[src/rtl/fp_rsp_skid_buffer.sv]
// Two-entry elastic buffer between the FP square-root core and the commit arbiter.
// Optional stall counter output enabled by defining FP_RSP_SKID_PERF_EN.
module fp_rsp_skid_buffer #(
    parameter int TAGW  = 1,
    parameter int LANES = 1
) (
    input  logic                 clk,
    input  logic                 reset,
    input  logic                 valid_in,
    output logic                 ready_in,
    input  logic [LANES*32-1:0]  result_in,
    input  logic                 has_fflags_in,
    input  logic [LANES*5-1:0]   fflags_in,
    input  logic [TAGW-1:0]      tag_in,
    output logic                 valid_out,
    input  logic                 ready_out,
    output logic [LANES*32-1:0]  result_out,
    output logic                 has_fflags_out,
    output logic [LANES*5-1:0]   fflags_out,
`ifdef FP_RSP_SKID_PERF_EN
    output logic [TAGW-1:0]      tag_out,
    output logic [31:0]          perf_stall_cycles
`else
    output logic [TAGW-1:0]      tag_out
`endif
);

    localparam int PW = LANES*32 + 1 + LANES*5 + TAGW;

    typedef enum logic [1:0] {
        EMPTY = 2'd0,
        ONE   = 2'd1,
        FULL  = 2'd2
    } state_t;

    state_t          state;
    logic [PW-1:0]   main_q;
    logic [PW-1:0]   skid_q;
    logic [PW-1:0]   in_pl;
    logic            in_fire;
    logic            out_fire;

    assign in_pl    = {result_in, has_fflags_in, fflags_in, tag_in};
    assign in_fire  = valid_in & ready_in;
    assign out_fire = valid_out & ready_out;

    assign {result_out, has_fflags_out, fflags_out, tag_out} = main_q;

    // valid_out and ready_in are flops so ready_in never sees ready_out combinationally.
    always_ff @(posedge clk or posedge reset) begin
        if (reset) begin
            state     <= EMPTY;
            main_q    <= '0;
            skid_q    <= '0;
            valid_out <= 1'b0;
            ready_in  <= 1'b1;
        end else begin
            case (state)
                EMPTY: begin
                    if (in_fire) begin
                        main_q    <= in_pl;
                        valid_out <= 1'b1;
                        state     <= ONE;
                    end
                end
                ONE: begin
                    if (in_fire && out_fire) begin
                        main_q <= in_pl;
                    end else if (in_fire) begin
                        skid_q   <= in_pl;
                        ready_in <= 1'b0;
                        state    <= FULL;
                    end else if (out_fire) begin
                        valid_out <= 1'b0;
                        state     <= EMPTY;
                    end
                end
                FULL: begin
                    if (out_fire) begin
                        main_q   <= skid_q;
                        ready_in <= 1'b1;
                        state    <= ONE;
                    end
                end
                default: begin
                    valid_out <= 1'b0;
                    ready_in  <= 1'b1;
                    state     <= EMPTY;
                end
            endcase
        end
    end

`ifdef FP_RSP_SKID_PERF_EN
    always_ff @(posedge clk or posedge reset) begin
        if (reset) begin
            perf_stall_cycles <= '0;
        end else if (valid_out && !ready_out) begin
            perf_stall_cycles <= perf_stall_cycles + 32'd1;
        end
    end
`endif

endmodule

[config.mk]
export PLATFORM = sky130hd
export DESIGN_NAME = fp_rsp_skid_buffer
export DESIGN_NICKNAME = d
export VERILOG_FILES = /design/src/rtl/fp_rsp_skid_buffer.sv
export SDC_FILE = /design/constraint.sdc
export NUM_CORES = 1
export LEC_CHECK = 0
export BUFFER_PORTS_ARGS = -buffer_cell sky130_fd_sc_hd__clkbuf_2
export CAP_MARGIN = 5
export CORE_MARGIN = 2
export CORE_UTILIZATION = 53
export CTS_CLUSTER_SIZE = 24
export DETAILED_ROUTE_END_ITERATION = 12
export GPL_ROUTABILITY_DRIVEN = 0
export HOLD_SLACK_MARGIN = 0.1
export PLACE_DENSITY = 0.79
export RECOVER_POWER = 100
export SETUP_SLACK_MARGIN = 0.02
export SYNTH_ARGS = -nofsm -noshare
export SYNTH_HDL_FRONTEND = slang
export SYNTH_SLANG_ARGS = --single-unit
[constraint.sdc]
create_clock -name clk -period 3.58 [get_ports clk]
set_input_delay 0.716 -clock clk [delete_from_list [all_inputs] [get_ports clk]]
set_output_delay 0.716 -clock clk [all_outputs]
set_load 0.05 [all_outputs]
Word-level counts from Yosys, hierarchy flattened
Index checks and enable logic that the tools add are counted.

storage, ports and cells
  output and inout port bits = 41
  word-level logic and storage cells = 47
  register bits = 82
  input port bits = 43

cells by class
  bitwise logic cells = 5
  muxes and demuxes = 19
  equality and inequality tests = 10
  reduce and logical (&&, ||, !) cells = 8

operators by type and width
  kind                                                                   number
  39-bit two-way mux                                                     3
  39-bit case mux with 3 select lines                                    1
  2-bit inequality test, second input constant                           7
  4-bit AND reduction                                                    3
  2-bit two-way mux                                                      5
  1-bit two-way mux                                                      7
  1-bit case mux with 3 select lines                                     2
  2-bit case mux with 3 select lines                                     1
  5-bit AND reduction                                                    1
  3-bit inequality test, second input constant                           1
  1-bit NOT                                                              3
  3-bit AND reduction                                                    1
  3-bit nonzero test                                                     1
  1-bit AND                                                              2
  2-bit by 1-bit equality test with 1-bit output, second input constant  1
  2-bit equality test, second input constant                             1
  2-bit zero test                                                        1
  1-bit logical AND                                                      1

Depth between registers and ports, before layout
Gate-level depths: netlist (run 1).

  depth after elaboration = 5
  gate-level depth with buffers = 5
  gate-level depth less buffers = 3

Least setup slack after synthesis (run 1)
No wires, ideal clock.

  path kind = reg-to-reg
  from = register valid_out
  to = register main_q[0]
  library setup time = 125 ps
  data required time = 3455 ps
  cell stages (with the launch flop) = 6
  arrival = 1648 ps
  setup slack = 1807 ps
  path buffers = 2
  clock period less this slack = 1773 ps
  cells stage by stage = dfrtp_1 nand2_1 o211ai_2 buf_6 buf_6 mux2_2

between the ends
  cells in the longest elaborated chain, start to end = 4
  elaborated cells between the ends (all ways) = 5
  classes of those cells = eq/ne (2); bitwise (1); reduce/logical (2)

RTL lines
  element                          line  RTL
  start, declared                  15    output logic valid_out,
  start signal, assigned           55    valid_out <= 1'b0;
  start signal, assigned           62    valid_out <= 1'b1;
  start signal, assigned           74    valid_out <= 1'b0;
  1-bit AND *                      45    assign out_fire = valid_out & ready_out;
  1-bit logical AND                67    if (in_fire && out_fire) begin
  2-bit inequality test (no line)  --
  4-bit AND reduction (no line) *  --
  end signal, assigned             61    main_q <= in_pl;
  end signal, assigned             68    main_q <= in_pl;
  end signal, assigned             80    main_q <= skid_q;
  end, declared                    37    logic [PW-1:0] main_q;

Every way passes the cells marked *; elsewhere a longest branch is shown, timed or not.
A chain may end at the register's enable or synchronous reset.

Worst setup path in the final report (run 1)
  from = register state[0]
  to = register main_q[7]

between the ends
  cells in the longest elaborated chain, start to end = 3
  elaborated cells between the ends (all ways) = 9
  classes of those cells = eq/ne (5); mux (1); reduce/logical (3)

RTL lines
  element                                                                       line  RTL
  start, declared                                                               36    state_t state;
  start signal, assigned                                                        52    state <= EMPTY;
  start signal, assigned                                                        63    state <= ONE;
  start signal, assigned                                                        72    state <= FULL;
  2-bit by 1-bit equality test with 1-bit output, or another cell as far along  58    case (state)
  2-bit inequality test (no line) or 3-bit nonzero test (tied branches)         --
  4-bit AND reduction (no line)                                                 --

Parallel ways exist; a longest one is shown, timed or not.

==> results.json, run 1 <==
{
  "critPathCaptureType": "flop",
  "cts.sinks": 82,
  "cts.repair.resized": 0,
  "die_area_mm2": 0.00748,
  "clk_pin_slew_ns": 0.07,
  "ys_warn_count": 0,
  "ir_worst_vdd_uv": 487,
  "ff2ff_setup_slack_ns": 0.80,
  "dp_hpwl_um": 4170,
  "worstHoldEndpoint": "skid_q[9]",
  "totalWireLength_um": 6340,
  "synth-seq-area-share_pct": 57.0,
  "power_uw": 3360,
  "syn-mean-instance-area_um2": 15.5,
  "cts_tree": "done",
  "synthFlopType": "dfrtp_1",
  "power.density_mw_per_mm2": 797,
  "critPathLaunchType": "flop",
  "port-buffer-count": 83,
  "worstMarginPinSlew_ns": 2.00,
  "dp.cells": 386,
  "synthToLayoutAreaGrowth_pct": 16.9,
  "r2r-end": "main_q[7]",
  "reg2reg_depth": 3,
  "synth.area.top_cells": "dfrtp_1 56%, mux2_2 37%, buf_2 1.1%",
  "root_buffer": "clkbuf_8",
  "async_reset_ff_share_pct": 100,
  "fin_cells": 400,
  "grt_pass1_wl_um": 10600,
  "failed_checks": "max-capacitance violations, max-slew violations",
  "drive_gt1_share_pct": 55.0,
  "routedWlPerCell_um": 15.9,
  "status": "finished, violations left",
  "antenna_found_initial": 0,
  "vias": 2207,
  "cts_max_level": 3,
  "synth_nets": 276,
  "leakagePower_uw": 0.00202,
  "path_class": "flop to flop",
  "final_nets": 360,
  "utilization_pct": 63.1,
  "coreArea_mm2": 0.00668,
  "die_h_um": 86.5,
  "fin_tns_setup_ns": 0,
  "synth_top_area_share_pct": 56.2,
  "first_pass_iters": 4,
  "first_iter_violations": 60,
  "final_hold_viol_count": 0,
  "clk_latency_ns": 0.34,
  "synth_cell_types": 24,
  "synth_area_leader_cell": "dfrtp_1",
  "min_path_cells": 1,
  "antenna_left": 0,
  "relSlewSlack_pct": -33.1,
  "fin_crit_sh_pct": 77.6,
  "slew_violations": 164,
  "path_max_fanout": 40,
  "crit_required_ns": 3.80,
  "grt_max_degree": 83,
  "synth_common_cells": "117 x mux2_2, 81 x dfrtp_1, 8 x buf_2",
  "cp.arrival_ns": 3.00,
  "n_antenna_cell": 0,
  "routed_via_density": 5.52,
  "synth.ff_latch_count": 82,
  "pin_count": 84,
  "fillers": 548,
  "cap_violations": 3,
  "ctsHoldBuffers": 0,
  "grt_remaining_overflow": 0,
  "holdWs_ns": 0.505,
  "synth_edf_count": 0,
  "grt_setup_unrepaired": "false",
  "post_cts_buffers": 0,
  "critPathLaunch": "state[0]",
  "cts-buffers-inserted": 9,
  "die_w_um": 86.5,
  "hold_path.startpoint": "skid_q[9]",
  "setup_viol": 0,
  "grt_pass1_vias": 2300,
  "fp-row-count": 30,
  "drc": 0,
  "track_usage_pct": 18.2,
  "yosysMostFrequentCell": "mux2_2",
  "cts_buffer_depth": 2,
  "max_freq_mhz": 360,
  "synthCells": 233,
  "period_minus_slack_ns": 2.78,
  "skew_ns": 0.00625,
  "hp-class": "flop to flop",
  "start_util_pct": 54.0,
  "netlist_area_mm2": 0.00360,
  "r2r_start": "state[0]"
}
-- how the worst max path moves through the flow --
stage,endpoint,slack (ns),depth (start not counted)
floorplan,main_q[0],0.76,1
global placement,main_q[16],1.06,5
detailed placement,main_q[20],1.04,5
CTS,main_q[20],1.29,4
global route,main_q[7],0.59,3
finish,main_q[7],0.80,3
-- area by class of cell --
| class | count | area [um^2] | share of cell area [%] |
|---|---|---|---|
| repair buffers | 85 | 377 | 8.94 |
| flip-flops and latches | 82 | 2050 | 48.7 |
| well taps | 80 | 100 | 2.38 |
| multi-input cells | 137 | 1470 | 34.8 |
| inverters | 2 | 8.76 | 0.208 |
| clock inverters | 3 | 65.1 | 1.54 |
| clock buffers | 11 | 141 | 3.36 |
-- cells in the final DEF (no fill, tap or decap), types with 2 or more instances in the layout --
cell,n
clkbuf_1,42
dfrtp_1,81
clkbuf_8,10
clkbuf_2,43
mux2_2,117
bufinv_16,2
a21boi_0,2
nand2_1,4
-- critical path: stages, from the launching register on --
cell and delay, ns:
dfrtp_1 0.43, nand2b_1 1.50, mux2_2 0.45, mux2_2 0.27
-- power breakdown --
group | total [uW] | internal [uW] | switching [uW]
sequential | 1400 | 1250 | 159
clock | 704 | 404 | 300
combinational | 1250 | 334 | 917
-- routing by layer --
layer / vias to the layer above / GRT usage [%] / wire length, um
met1: 1123 / 24.2 / 2900
met5: - / 0 / 0
li1: 1004 / - / -
met4: 0 / 7.95 / 104
met2: 68 / 29.4 / 3040
met3: 12 / 3.62 / 299
-- cells by family (layout without fill, tap and decap cells) --
family,count (synthesis),after routing,synth area share [%]
compound gates,8,8,1.87
buf+inv,14,101,2.46
flops,82,82,57.0
mux,118,118,36.8
simple gates,11,11,1.87
-- stage by stage --
step	worst slack, ns	instance area [um^2]
6_report	0.803	4210
5_1_grt	0.592	4210
4_1_cts	1.29	4290
3_5_place_dp	1.04	4080
3_3_place_gp	1.06	4080
2_1_floorplan	0.757	3600
-- flip-flops by register name, summed over array words and instances (netlist names) --
register	count
main_q	39
valid_out	1
skid_q	39
ready_in	1
state	2
No activity file was read; power rests on OpenSTA's default activity.
==> run 2: changes to the inputs <==
==> constraint.sdc (replaced) <==
create_clock -name clk -period 2.75 [get_ports clk]
set_input_delay 0.55 -clock clk [delete_from_list [all_inputs] [get_ports clk]]
set_output_delay 0.55 -clock clk [all_outputs]
set_load 0.05 [all_outputs]
==> results.json, run 2 (synthesized netlist as in run 1, its figures left out) <==
{
  "coreArea_mm2": 0.00668,
  "critPathCaptureType": "flop",
  "grt_max_degree": 48,
  "antenna_left": 0,
  "largest_registers": "main_q x39, skid_q x39, state x2",
  "ctsHoldBuffers": 0,
  "cpPeakStageDelay_ns": 0.69,
  "die_h_um": 86.5,
  "clk_latency_ns": 0.34,
  "mostFrequentLayoutCells": "117 x mux2_2, 81 x dfrtp_1, 42 x clkbuf_2, 42 x clkbuf_1, 12 x clkbuf_8",
  "die_area_mm2": 0.00748,
  "final_hold_viol_count": 0,
  "final_common_cell": "mux2_2",
  "routed_via_density": 5.41,
  "post_cts_buffers": 0,
  "grt_remaining_overflow": 0,
  "power.density_mw_per_mm2": 1010,
  "synthToLayoutAreaGrowth_pct": 18.1,
  "holdWs_ns": 0.453,
  "stdcell_area_mm2": 0.00426,
  "path_max_fanout": 19,
  "fin_tns_setup_ns": 0,
  "n_antenna_cell": 0,
  "grt_pass1_vias": 2332,
  "drive_gt1_share_pct": 56.1,
  "grt_pass1_wl_um": 10600,
  "cts.sinks": 82,
  "start_util_pct": 54.0,
  "status": "finished, violations left",
  "cap_violations": 1,
  "period_minus_slack_ns": 2.26,
  "cts_buffer_depth": 2,
  "grt_setup_unrepaired": "false",
  "cp.arrival_ns": 2.49,
  "first_pass_iters": 4,
  "cp_top_family": "simple AND/OR/NAND/NOR gates",
  "path_buf_inv": 1,
  "pin_count": 84,
  "antenna_found_initial": 0,
  "root_buffer": "clkbuf_8",
  "fp-row-count": 30,
  "setup_viol": 0,
  "clk_pin_slew_ns": 0.08,
  "fin_crit_sh_pct": 82.2,
  "track_usage_pct": 18.4,
  "crit_required_ns": 2.98,
  "cts_max_level": 3,
  "placed_area_mm2": 0.00414,
  "ir_worst_vdd_uv": 545,
  "routedWlPerCell_um": 16.1,
  "power_uw": 4280,
  "totalWireLength_um": 6530,
  "max_freq_mhz": 442,
  "path_cells": "and3b_1 -> nand2_1 -> clkbuf_1 -> mux2_2",
  "final_nets": 364,
  "cts_tree": "done",
  "failed_checks": "max-capacitance violations, max-slew violations",
  "cts-buffers-inserted": 9,
  "crit_slowest_cell": "nand2_1",
  "port-buffer-count": 83,
  "critPathLaunchType": "flop",
  "fillers": 559,
  "skew_ns": 0.00912,
  "die_w_um": 86.5,
  "hp-class": "input port to flop",
  "slew_violations": 36,
  "path_class": "flop to flop",
  "relSlewSlack_pct": -4.78,
  "vias": 2197,
  "dp_hpwl_um": 4520,
  "first_iter_violations": 49,
  "cts.repair.resized": 0,
  "worstMarginPinSlew_ns": 1.56,
  "drc": 0,
  "leakagePower_uw": 0.00204
}
## run 2: cell count changes in the layout (fill, tap and decap cells not counted), moves of 2 or more
cell | previous run | this run
buf_12 | 0 | 3
clkbuf_8 | 10 | 12
bufinv_16 | 2 | 0
clkinvlp_4 | 0 | 2
## run 2: worst reg2reg max path, stage by stage, from the launching register on
cell and delay (ns):
dfrtp_1 0.51, and3b_1 0.25, nand2_1 0.69, clkbuf_1 0.34, mux2_2 0.37
## run 2: per-stage QoR
stage | utilization, % | instances | setup WS [ns]
after detailed placement | 61.9 | 390 | 0.648
after floorplan | - | 233 | 0.0932
after CTS | 64.8 | 406 | 0.752
final | 63.7 | 406 | 0.489
after global routing | 63.7 | 406 | 0.388
after global placement | 61.9 | 390 | 0.714
## run 2: final cells by class
type	instances	area, um^2	share of cell area (%)
Timing Repair Buffer	89	443	10.4
Clock buffer	12	165	3.88
Clock inverter	4	25.0	0.588
Multi-Input combinational cell	137	1460	34.3
Inverter	2	8.76	0.206
Tap cell	80	100	2.35
Sequential cell	82	2050	48.2
## run 2: path summary, 6_finish.rpt
path                               from    endpoint  slack (ns)  depth (start not counted)
setup / recovery               state[1]  skid_q[32]        0.49                          4
hold / removal             result_in[6]  skid_q[13]        0.45                          2
setup reg to reg               state[1]  skid_q[32]        0.49                          4
hold reg to reg              skid_q[24]  skid_q[24]        0.50                          1
max in group asynchronous         reset    ready_in        1.31                          3
min in group asynchronous         reset  skid_q[19]        0.55                          2
## run 2: per-layer routing
layer	part of all wire [%]	vias to the layer above	wire length [um]	track usage, %
li1	-	1014	-	-
met1	45	1108	2920	23.9
met2	49	63	3180	29.7
met3	5.2	12	339	4.76
met4	1.3	0	87	7.24
met5	0	-	0	0
## run 2: report_power, final
part	internal (uW)	switching, uW
registers	1620	216
clock network	399	410
logic	438	1200
==> run 3: changes to the inputs <==
==> constraint.sdc (replaced) <==
create_clock -name clk -period 2.26 [get_ports clk]
set_input_delay 0.452 -clock clk [delete_from_list [all_inputs] [get_ports clk]]
set_output_delay 0.452 -clock clk [all_outputs]
set_load 0.05 [all_outputs]
==> results.json, run 3 (synthesized netlist as in run 1, its figures left out) <==
{
  "wirelength_met1_um": 2800,
  "status": "finished clean",
  "cp_top_family": "flip-flops",
  "final_nets": 365,
  "final_hold_viol_count": 0,
  "leakagePower_uw": 0.00204,
  "grt_pass1_wl_um": 10700,
  "fp-row-count": 30,
  "first_iter_violations": 68,
  "path_cells": "clkbuf_1",
  "cts_buffer_depth": 2,
  "die_w_um": 86.5,
  "period_minus_slack_ns": 1.94,
  "dp_hpwl_um": 4290,
  "setup_slack_ns": 0.317,
  "fin_tns_setup_ns": 0,
  "cts_max_level": 3,
  "min_path_cells": 2,
  "vias": 2213,
  "routedWlPerCell_um": 15.7,
  "p_comb_share_pct": 37.9,
  "first_pass_iters": 4,
  "clk_latency_ns": 0.34,
  "multiInputGateArea_mm2": 0.00147,
  "path_buf_inv": 1,
  "fin_crit_sh_pct": 86.0,
  "die_area_mm2": 0.00748,
  "highest-signal-layer": "met4",
  "skew_ns": 0.00573,
  "drc": 0,
  "crit_required_ns": 1.81,
  "p_sw_share_pct": 41.7,
  "path_max_fanout": 7,
  "dr_wl_met3_um": 440,
  "fillers": 526,
  "cp_num_cells": 1,
  "cpPeakStageDelay_ns": 0.62,
  "slew_violations": 0,
  "grt_remaining_overflow": 0,
  "track_usage_pct": 18.5,
  "critPathCaptureType": "output port",
  "cts_tree": "done",
  "max_freq_mhz": 515,
  "start_util_pct": 54.0,
  "totalWireLength_um": 6400,
  "wl_met2_um": 3070,
  "synthToLayoutAreaGrowth_pct": 18.1,
  "final_common_cell": "mux2_2",
  "routed_via_density": 5.44,
  "stdcell_area_mm2": 0.00426,
  "ir_worst_vdd_uv": 747,
  "grt_max_degree": 83,
  "coreArea_mm2": 0.00668,
  "mostFrequentLayoutCells": "117 x mux2_2, 81 x dfrtp_1, 45 x clkbuf_2, 43 x clkbuf_1, 14 x clkbuf_8",
  "power_frac_clock_pct": 19.7,
  "die_h_um": 86.5,
  "grt_setup_unrepaired": "false",
  "drive_gt1_share_pct": 56.3,
  "relSlewSlack_pct": 26.3,
  "hp-class": "input port to flop",
  "pin_count": 84,
  "critPathLaunchType": "flop",
  "power_uw": 5230,
  "crit_slowest_cell": "dfstp_1",
  "port-buffer-count": 83,
  "grt_pass1_vias": 2243,
  "clk_pin_slew_ns": 0.08,
  "placed_area_mm2": 0.00413,
  "seqCellArea_mm2": 0.00205,
  "worstMarginPinSlew_ns": 1.11,
  "pre_cts_slack_ns": 0.418,
  "cts.sinks": 82,
  "root_buffer": "clkbuf_8",
  "power.density_mw_per_mm2": 1230,
  "cts-buffers-inserted": 9,
  "antenna_left": 0,
  "n_antenna_cell": 0,
  "post_cts_buffers": 0,
  "setup_viol": 0,
  "largest_registers": "main_q x39, skid_q x39, state x2",
  "antenna_found_initial": 0,
  "cp.arrival_ns": 1.49,
  "switchingPower_uw": 2180,
  "reg2reg_depth": 4,
  "utilization_pct": 63.7,
  "cap_violations": 0,
  "cts.repair.resized": 0,
  "power.internal_uw": 3050,
  "ctsHoldBuffers": 0,
  "seqPwrFrac_pct": 42.4,
  "path_class": "flop to output port"
}
[run 3: metrics by stage]
step	hold WS (ns)	cells
floorplan	0.475	233
finish	0.348	407
detailed placement	0.491	391
global placement	0.483	391
global route	0.338	407
CTS	0.219	407
[run 3: worst paths after layout]
kind | from | end | slack [ns]
max in group asynchronous | reset | skid_q[11] | 1.05
min | fflags_in[3] | skid_q[4] | 0.35
max | ready_in | ready_in | 0.32
max reg2reg | valid_out | skid_q[37] | 0.35
min reg2reg | skid_q[21] | skid_q[21] | 0.51
min in group asynchronous | reset | main_q[9] | 0.47
[run 3: final cells by class]
| type | instances | share of cell area (%) |
|---|---|---|
| sequential | 82 | 48.2 |
| multi-input combinational | 137 | 34.6 |
| timing repair buffer | 90 | 9.82 |
| clock buffer | 15 | 4.61 |
| tap | 80 | 2.35 |
| inverter | 2 | 0.265 |
| clock inverter | 1 | 0.118 |
[run 3: power groups by stage]
stage	clock [uW]	combinational [uW]	sequential, uW
detailed placement	0	2090	2250
floorplan	0	484	3360
global route	1130	2080	2290
finish	1030	1980	2220
global placement	0	2050	2230
CTS	1060	2090	2230
[run 3: per-layer routing]
metal / global-route usage, % / vias up
met3: 6.67 / 8
met2: 28.5 / 61
met4: 7.24 / 0
li1: - / 1018
met1: 24.1 / 1126
met5: 0 / -
